--- src/rtl/score_display_pkg.sv ---
// Shared constants, conversion FSM states and seven-segment codes for score_display.
package score_display_pkg;

    localparam int unsigned CONV_W = 16;
    localparam int unsigned DIGITS = 4;
    localparam int unsigned SEG_W  = 7;

    localparam logic [CONV_W-1:0] SCORE_MAX = 16'd9999;
    localparam logic [CONV_W-1:0] BCD_MAX   = 16'h9999;
    localparam logic [SEG_W-1:0]  SEG_OFF   = 7'b1111111;

    // Active-low cathodes ordered {g,f,e,d,c,b,a}
    localparam logic [SEG_W-1:0] SEG_0 = 7'b1000000;
    localparam logic [SEG_W-1:0] SEG_1 = 7'b1111001;
    localparam logic [SEG_W-1:0] SEG_2 = 7'b0100100;
    localparam logic [SEG_W-1:0] SEG_3 = 7'b0110000;
    localparam logic [SEG_W-1:0] SEG_4 = 7'b0011001;
    localparam logic [SEG_W-1:0] SEG_5 = 7'b0010010;
    localparam logic [SEG_W-1:0] SEG_6 = 7'b0000010;
    localparam logic [SEG_W-1:0] SEG_7 = 7'b1111000;
    localparam logic [SEG_W-1:0] SEG_8 = 7'b0000000;
    localparam logic [SEG_W-1:0] SEG_9 = 7'b0010000;

    typedef enum logic [1:0] {
        IDLE,
        SHIFT,
        COMMIT
    } conv_state_e;

    function automatic logic [SEG_W-1:0] seg_decode(input logic [3:0] digit);
        logic [SEG_W-1:0] code;
        case (digit)
            4'd0:    code = SEG_0;
            4'd1:    code = SEG_1;
            4'd2:    code = SEG_2;
            4'd3:    code = SEG_3;
            4'd4:    code = SEG_4;
            4'd5:    code = SEG_5;
            4'd6:    code = SEG_6;
            4'd7:    code = SEG_7;
            4'd8:    code = SEG_8;
            4'd9:    code = SEG_9;
            default: code = SEG_OFF;
        endcase
        return code;
    endfunction

endpackage

--- src/rtl/score_display_bin2bcd_seq.sv ---
// Sequential double-dabble converter: 16 SHIFT cycles then COMMIT, clamping inputs above 9999.
module bin2bcd_seq
    import score_display_pkg::*;
(
    input  logic              clk,
    input  logic              reset,
    input  logic              start,
    input  logic [CONV_W-1:0] bin,
    output logic              busy,
    output logic              done,
    output logic [CONV_W-1:0] bcd
);

    localparam int unsigned SR_W = 2 * CONV_W;

    conv_state_e       state_q, state_d;
    logic [SR_W-1:0]   sr_q, sr_d;
    logic [3:0]        cnt_q, cnt_d;
    logic              clamp_q, clamp_d;
    logic [CONV_W-1:0] result_q, result_d;
    logic              done_q, done_d;
    logic              busy_q, busy_d;
    logic [CONV_W-1:0] adj;

    always_ff @(posedge clk or negedge reset) begin
        if (!reset) begin
            state_q  <= IDLE;
            sr_q     <= '0;
            cnt_q    <= '0;
            clamp_q  <= 1'b0;
            result_q <= '0;
            done_q   <= 1'b0;
            busy_q   <= 1'b0;
        end else begin
            state_q  <= state_d;
            sr_q     <= sr_d;
            cnt_q    <= cnt_d;
            clamp_q  <= clamp_d;
            result_q <= result_d;
            done_q   <= done_d;
            busy_q   <= busy_d;
        end
    end

    // sr holds {bcd, bin}; each step corrects nibbles >= 5 before the shift
    always_comb begin
        state_d  = state_q;
        sr_d     = sr_q;
        cnt_d    = cnt_q;
        clamp_d  = clamp_q;
        result_d = result_q;
        done_d   = 1'b0;

        adj = sr_q[SR_W-1:CONV_W];
        for (int i = 0; i < int'(DIGITS); i++) begin
            if (sr_q[CONV_W + 4*i +: 4] >= 4'd5) begin
                adj[4*i +: 4] = sr_q[CONV_W + 4*i +: 4] + 4'd3;
            end
        end

        case (state_q)
            IDLE: begin
                if (start) begin
                    state_d = SHIFT;
                    sr_d    = {{CONV_W{1'b0}}, bin};
                    cnt_d   = '0;
                    clamp_d = (bin > SCORE_MAX);
                end
            end
            SHIFT: begin
                if (!clamp_q) begin
                    sr_d = {adj, sr_q[CONV_W-1:0]} << 1;
                end
                cnt_d = cnt_q + 4'd1;
                if (cnt_q == 4'd15) begin
                    state_d  = COMMIT;
                    done_d   = 1'b1;
                    result_d = clamp_q ? BCD_MAX : sr_d[SR_W-1:CONV_W];
                end
            end
            COMMIT: begin
                state_d = IDLE;
            end
            default: begin
                state_d = IDLE;
            end
        endcase

        busy_d = (state_d != IDLE);
    end

    assign busy = busy_q;
    assign done = done_q;
    assign bcd  = result_q;

endmodule

--- src/rtl/score_display.sv ---
// Four-digit seven-segment scan driver for the game score, with on-change BCD conversion.
// Define SCORE_DISPLAY_BLANK_EN to blank leading zero digits (digit 0 always lit).
module score_display
    import score_display_pkg::*;
#(
    parameter int unsigned SCAN_DIV  = 100000,
    parameter int unsigned CONV_BITS = CONV_W
) (
    input  logic                 clk,
    input  logic                 reset,
    input  logic [CONV_BITS-1:0] score,
    output logic [DIGITS-1:0]    an,
    output logic [SEG_W-1:0]     seg,
    output logic                 dp,
    output logic                 busy
);

    localparam int unsigned CNT_W = (SCAN_DIV > 1) ? $clog2(SCAN_DIV) : 1;

    logic [CONV_BITS-1:0] last_score_q, last_score_d;
    logic [CONV_BITS-1:0] cap_q, cap_d;
    logic [CONV_W-1:0]    disp_bcd_q, disp_bcd_d;
    logic [CNT_W-1:0]     scan_cnt_q, scan_cnt_d;
    logic [1:0]           digit_idx_q, digit_idx_d;
    logic [DIGITS-1:0]    an_q, an_d;
    logic [SEG_W-1:0]     seg_q, seg_d;
    logic                 start_c;
    logic                 conv_done;
    logic [CONV_W-1:0]    conv_bcd;
    logic [3:0]           nib;

    bin2bcd_seq u_conv (
        .clk   (clk),
        .reset (reset),
        .start (start_c),
        .bin   (score),
        .busy  (busy),
        .done  (conv_done),
        .bcd   (conv_bcd)
    );

    always_ff @(posedge clk or negedge reset) begin
        if (!reset) begin
            last_score_q <= '0;
            cap_q        <= '0;
            disp_bcd_q   <= '0;
            scan_cnt_q   <= '0;
            digit_idx_q  <= '0;
            an_q         <= '1;
            seg_q        <= SEG_OFF;
        end else begin
            last_score_q <= last_score_d;
            cap_q        <= cap_d;
            disp_bcd_q   <= disp_bcd_d;
            scan_cnt_q   <= scan_cnt_d;
            digit_idx_q  <= digit_idx_d;
            an_q         <= an_d;
            seg_q        <= seg_d;
        end
    end

    // Outputs are built from next-state values so an/seg switch with digit_idx and disp_bcd
    always_comb begin
        start_c      = !busy && (score != last_score_q);
        cap_d        = start_c ? score : cap_q;
        last_score_d = conv_done ? cap_q : last_score_q;
        disp_bcd_d   = conv_done ? conv_bcd : disp_bcd_q;

        scan_cnt_d  = scan_cnt_q + CNT_W'(1);
        digit_idx_d = digit_idx_q;
        if (scan_cnt_q == CNT_W'(SCAN_DIV - 1)) begin
            scan_cnt_d  = '0;
            digit_idx_d = digit_idx_q + 2'd1;
        end

        nib  = disp_bcd_d[{digit_idx_d, 2'b00} +: 4];
        an_d = ~(DIGITS'(1) << digit_idx_d);
        seg_d = seg_decode(nib);
`ifdef SCORE_DISPLAY_BLANK_EN
        if ((digit_idx_d != 2'd0) && ((disp_bcd_d >> {digit_idx_d, 2'b00}) == '0)) begin
            an_d  = '1;
            seg_d = SEG_OFF;
        end
`else
`endif
    end

    assign an   = an_q;
    assign seg  = seg_q;
    assign dp   = 1'b1;

endmodule

--- config.mk ---
export PLATFORM = sky130hd
export DESIGN_NAME = score_display
export DESIGN_NICKNAME = d
export VERILOG_FILES = /design/src/rtl/score_display_pkg.sv /design/src/rtl/score_display_bin2bcd_seq.sv /design/src/rtl/score_display.sv
export SDC_FILE = /design/constraint.sdc
export NUM_CORES = 1
export LEC_CHECK = 0
export BUFFER_PORTS_ARGS = -buffer_cell sky130_fd_sc_hd__buf_2
export CELL_PAD_IN_SITES_DETAIL_PLACEMENT = 0
export CELL_PAD_IN_SITES_GLOBAL_PLACEMENT = 1
export CORE_MARGIN = 8
export CORE_UTILIZATION = 30
export CTS_CLUSTER_DIAMETER = 60
export DETAILED_ROUTE_END_ITERATION = 6
export PLACE_DENSITY = 0.64
export SLEW_MARGIN = 25
export SYNTH_ARGS = -nofsm -noshare
export SYNTH_HDL_FRONTEND = slang
export SYNTH_SLANG_ARGS = --single-unit
--- constraint.sdc ---
create_clock -name clk -period 2.3 [get_ports clk]
set_clock_uncertainty 0.05 [all_clocks]
set_input_delay 0.115 -clock clk [delete_from_list [all_inputs] [get_ports clk]]
set_output_delay 0.115 -clock clk [all_outputs]
set_load 0.01 [all_outputs]
=== Yosys cells after proc, flatten, opt, wreduce, memory -nomap -nowiden ===
Memory sizes are Yosys's and may differ from the RTL's. A register that Yosys moved wholly into a read port is not among the register bits.
Cells that the tools add are included.

* Flip-flop bits (word level): 128
* ROM bits: 112
* Bits of input ports: 18
* Output and inout bits: 13
* Logic and storage cells: 64
* Memories: 1

* $add $sub $neg: 7
* Order comparisons: 5
* Eq/ne operators: 6
* Shift operators: 2
* Multiplexer cells: 18
* Bitwise logic cells: 1
* Reduce and logical (&&, ||, !) cells: 10

{| class="wikitable"
|+ Memories
! name !! words !! bits a word !! rd ports !! clocked after memory_dff !! wr ports !! RTL line !! RTL
|-
| (name not given) || 16 || 7 || 1 || 1 || 0 || score_display_pkg.sv:32 || <nowiki>case (digit)</nowiki>
|}

{| class="wikitable"
|+ Operators by type and width
! cell !! number
|-
| 32-bit two-way mux || 2
|-
| 32-bit one-hot mux with 2 select lines || 1
|-
| 16-bit two-way mux || 2
|-
| 17-bit by 1-bit adder with 17-bit output, second input constant || 1
|-
| 17-bit == test, second input constant || 1
|-
| 17-bit two-way mux || 1
|-
| 4-bit by 3-bit >= comparator with 1-bit output, second input constant || 4
|-
| 16-bit by 14-bit > comparator with 1-bit output, second input constant || 1
|-
| 4-bit two-way mux || 4
|-
| 16-bit != test || 1
|-
| 16-bit by 5-bit variable part select with 4-bit output || 1
|-
| 4-bit by 2-bit adder with 4-bit output, second input constant || 3
|-
| 4-bit one-hot mux with 2 select lines || 1
|-
| 2-bit two-way mux || 3
|-
| 2-bit AND reduction || 3
|-
| 4-bit by 1-bit adder with 4-bit output, second input constant || 1
|-
| 4-bit == test, second input constant || 1
|-
| 2-bit != test, second input constant || 2
|-
| 4-bit inverter || 1
|-
| 2-bit one-hot mux with 2 select lines || 1
|-
| 2-bit nonzero test || 2
|-
| 1-bit by 2-bit << shifter with 4-bit output, first input constant || 1
|-
| 3-bit by 2-bit adder with 3-bit output, second input constant || 1
|-
| 3-bit two-way mux || 1
|-
| 7 further kinds || 9
|}

=== Longest topological paths before layout ===
* Depth after elaboration: 5
* Gate-level depth with buffers: 12
* Gate-level depth less buffers: 11

=== Modules after synthesis ===
Synthesis repeated with hierarchy kept, for this count alone.

* Cell total of the unflattened synthesis: 595
* Area total of the unflattened synthesis: 6653.9 µm²

{| class="wikitable"
|+ Modules (own cells, without submodules)
! module !! times used !! cells an instance !! area an instance (µm²) !! seq. area each (µm²)
|-
| score_display || 1 || 319 || 3806.2 || 1965.6
|-
| bin2bcd_seq || 1 || 276 || 2847.7 || 1426.4
|}

=== Worst setup path after synthesis ===
No wires, ideal clock.

* Kind: flip-flop to flip-flop
* Start: register scan_cnt_q[0]
* End: register seg_q[6], in the netlist seg[6]
* Setup time: 0.073 ns
* Data arrival time: 2.338 ns
* Data required time: 2.177 ns
* Setup slack: -0.161 ns
* Cell stages (with the launch flop): 13
* Path buffers: 1
* Clock period less this slack: 2.461 ns
* Cell sequence: dfrtp_1 > ha_1 > and4_1 > nand4b_2 > buf_2 > nand3_1 > o2111ai_1 > a211o_1 > inv_1 > ha_1 > inv_1 > mux2_2 > a21oi_1

* Longest elaborated chain between the ends: 3

{| class="wikitable"
|+ RTL lines
! element !! RTL line !! RTL
|-
| start, declared || score_display.sv:23 || <nowiki>logic [CNT_W-1:0] scan_cnt_q, scan_cnt_d;</nowiki>
|-
| start signal, assigned || score_display.sv:55 || <nowiki>scan_cnt_q <= scan_cnt_d;</nowiki>
|-
| 17-bit == test || score_display.sv:71 || <nowiki>if (scan_cnt_q == CNT_W'(SCAN_DIV - 1)) begin</nowiki>
|-
| 2-bit two-way mux || score_display.sv:71 ||
|-
| 16-bit by 5-bit variable part select with 4-bit output || score_display.sv:76 || <nowiki>nib = disp_bcd_d[{digit_idx_d, 2'b00} +: 4];</nowiki>
|-
| end, declared || score_display.sv:26 || <nowiki>logic [SEG_W-1:0] seg_q, seg_d;</nowiki>
|}

Every way passes these cells.
A chain may end at the register's enable or synchronous reset.

=== Final worst setup path ===
* Start: register scan_cnt_q[8]
* End: register seg_q[0], in the netlist seg[0]

Same word-level chain as after synthesis.

==> out/results.tsv <==
metric	value	unit
post-synthesis adder-cell area fraction	0.0286	
count leader, synth	dfrtp_1	
Yosys reg bits	135	
fin area	8240	sq um
worst vdd ir	0.000614	V
CP Data Required Time	2.59	ns
Place WS	-0.0793	ns
Worst EP arrival	2.64	ns
leading area contributor after synthesis	dfrtp_1	
cells on worst reg2reg path	10	
DRT antenna net count	0	
final setup violation count	3	
sequential element share of the synthesized area	0.517	
Power Density	1150	nW/um^2
mux contribution to synthesized area	0.111	
Syn Nets	629	
Clk pwr share	0.306	
Num CTS Buffers	17	
Post-Synth Simple-Gate Area	0.135	
combinational cell fraction of total power	0.312	
Synth Warn #	0	
CTS Buffer Depth	2	
mapped cell area	6570	sq um
layout cells sized above 1	0.292	
post-synthesis xor/xnor area fraction	0.0467	
# Max-Cap Violations	0	
Filler cells	2114	
top post-synthesis cells by area	dfrtp_1, mux2_2, dfstp_2	
initial antenna violation count	0	
RSZ-0062 raised after global routing	true	
endpoint class of the critical path	flip-flop	
failing checks	negative setup slack	
Compound-Gate Fraction of Synth Area	0.122	
CTS sink cnt	135	
Slew Limit Headroom	0.351	
Rows	54	
Post-Place Cells	925	
H-tree Lvls	4	
post-route clock period utilization	1.03	
effective utilization at floorplan	0.304	
vias post-DR	4797	
Remaining DRCs	0	
Cells after Synth	596	
Final Hold Vio Count	0	
worst min path class	in2reg	
Area Overhead vs Synth	25.6	%
final wirelength	14900	um
wire length per cell	15.3	um
slack of the critical path	-0.0577	ns
top cells by count, synth	dfrtp_1, nor2_1, mux2_2	
CP Launch Type	flip-flop	
DP Wirelength	10500	um
num ports	31	
sequential share of power	0.382	
CTS root buffer	clkbuf_16	
first-pass GRT wire length	25300	um
CTS tree	built	
Synth async-reset ratio	1.00	
GRT Residual Overflow	0	
Worst-Skew Late Latency	0.42	ns
Leak	0.00369	uW
flop-to-flop setup slack	-0.06	ns
largest family of logic cells by synthesized area	simple AND/OR/NAND/NOR gates	
filler-free cell count of the finished design	976	
routability cong.	0.799	
Post-synth EDFFs	0	
DR iter-0 viols	180	
status	finished with violations	
gr usage total	0.116	
Die Y	164	um
Hold Path Depth	3	
top cell type's share of synthesized area	0.473	
CP max FO	8	
P_sw	2990	uW
predominant post-synthesis flop cell	dfrtp_1	
Post-DP Area	7350	sq um
First-pass DRT Iterations	4	
worst slew pin tran	0.970	ns
synthesized area per cell	11.0	sq um
Final nets	717	
die area	26900	sq um
via density per instance	4.91	
post-layout min period	2.36	ns
Clock transition at path regs	0.06	ns
critical path type	reg2reg	
post-synth cell types	62	
Highest Clock Rate	424	MHz
largest net degree at the start of global routing	60	
die width	164	um
final slew viol count	0	
number of global-route vias before repair	5128	
Net Sw Frac	0.316	
n_diodes	0	
IO Port Bufs	29	
core area	21600	sq um
Pwr Total	9460	uW
P_int	6470	uW
==> flip-flops by register name, indices dropped and copies added, names as in the netlist, 4 cells and up <==
signal and flops:
scan_cnt_q 17, u_conv.bcd 16, u_conv.sr_q 32, cap_q 16, seg 7, u_conv.cnt_q 4
an 4, disp_bcd_q 16, last_score_q 16
==> area by class of cell <==
type | instances | area [sq um] | area share
clock buffer | 20 | 457 | 0.0554
clock inverter | 11 | 171 | 0.0208
inverter | 27 | 101 | 0.0123
multi-input combinational | 401 | 3000 | 0.364
sequential | 135 | 3390 | 0.412
tap | 280 | 350 | 0.0425
timing repair buffer | 102 | 773 | 0.0938
==> per-layer routing <==
layer	global-route usage	part of all wire	routed length (um)
met4	0.0446	0.015	220
met1	0.137	0.44	6580
met2	0.205	0.51	7600
met3	0.0241	0.036	532
met5	0	0	0
==> layout by cell type, fill, tap and decap left out, types with 6 or more instances in the layout <==
master and instances:
buf_2 28, inv_1 22, dfstp_2 11, xor2_1 25
a21oi_1 20, a2bb2oi_1 18, dfrtp_1 124, mux2_2 44
xnor2_1 10, clkbuf_16 17, ha_1 13, or3_1 17
o21ai_0 33, nand2b_1 7, a22o_1 9, nand3_1 16
nor3b_1 7, dlygate4sd3_1 15, nor2_1 44, buf_4 53
nor3_1 6, nand2_1 33, mux2i_1 21, o22ai_1 8
a22oi_1 8
==> timing repair <==
action / 4_1_cts / 5_1_grt
hold buffers: 15 / 0
endpoints found under the hold margin: 71 / 0
pin swaps: 10 / 7
buffers inserted: 4 / 1
setup endpoints to repair: 21 / 34
gates resized for setup: 10 / 10
==> path summary, 6_finish.rpt <==
kind,start,end
setup / recovery,scan_cnt_q[8]$_DFF_PN0_,seg[0]$_DFF_PN1_
hold / removal,score[4],cap_q[4]$_DFFE_PN0P_
setup reg to reg,scan_cnt_q[8]$_DFF_PN0_,seg[0]$_DFF_PN1_
hold reg to reg,u_conv.bcd[0]$_DFFE_PN0P_,u_conv.bcd[0]$_DFFE_PN0P_
max in group asynchronous,reset,an[1]$_DFF_PN1_
min in group asynchronous,reset,u_conv.sr_q[30]$_DFFE_PN0P_
==> power groups by stage <==
stage / Combinational [uW] / Sequential, uW / Clock [uW]
after floorplan: 2090 / 3530 / 0
after global placement: 2760 / 3610 / 0
after detailed placement: 2850 / 3660 / 0
after CTS: 2930 / 3620 / 2960
after global routing: 3280 / 3720 / 3050
final: 2950 / 3620 / 2890
==> critical path, cell delays in order (launching register included) <==
cell	delay [ns]
dfrtp_1	0.41
nor4b_4	0.38
nand4b_4	0.23
buf_4	0.20
o2111ai_1	0.18
a211o_1	0.23
inv_2	0.06
buf_4	0.13
ha_2	0.16
mux2i_1	0.17
a21oi_2	0.08
==> logic make-up after synthesis <==
group                      count (synthesis)
and+or+nand+nor                          166
buffers and inverters                     60
muxes                                     67
AOI/OAI and AO/OA                        117
adders and majority gates                 15
DFF                                      135
other                                      1
xor gates and xnor gates                  35
==> per-stage QoR <==
stage / util / hold WS [ns] / setup TNS (ns)
2_1_floorplan: - / -0.231 / -0.0193
3_3_place_gp: 0.340 / 0.0827 / -0.0182
3_5_place_dp: 0.340 / 0.0876 / -0.865
4_1_cts: 0.379 / 0.00972 / -0.163
5_1_grt: 0.381 / 0.0300 / -0.828
6_report: 0.381 / 0.0275 / -0.144
No activity file was read; power rests on OpenSTA's default activity.
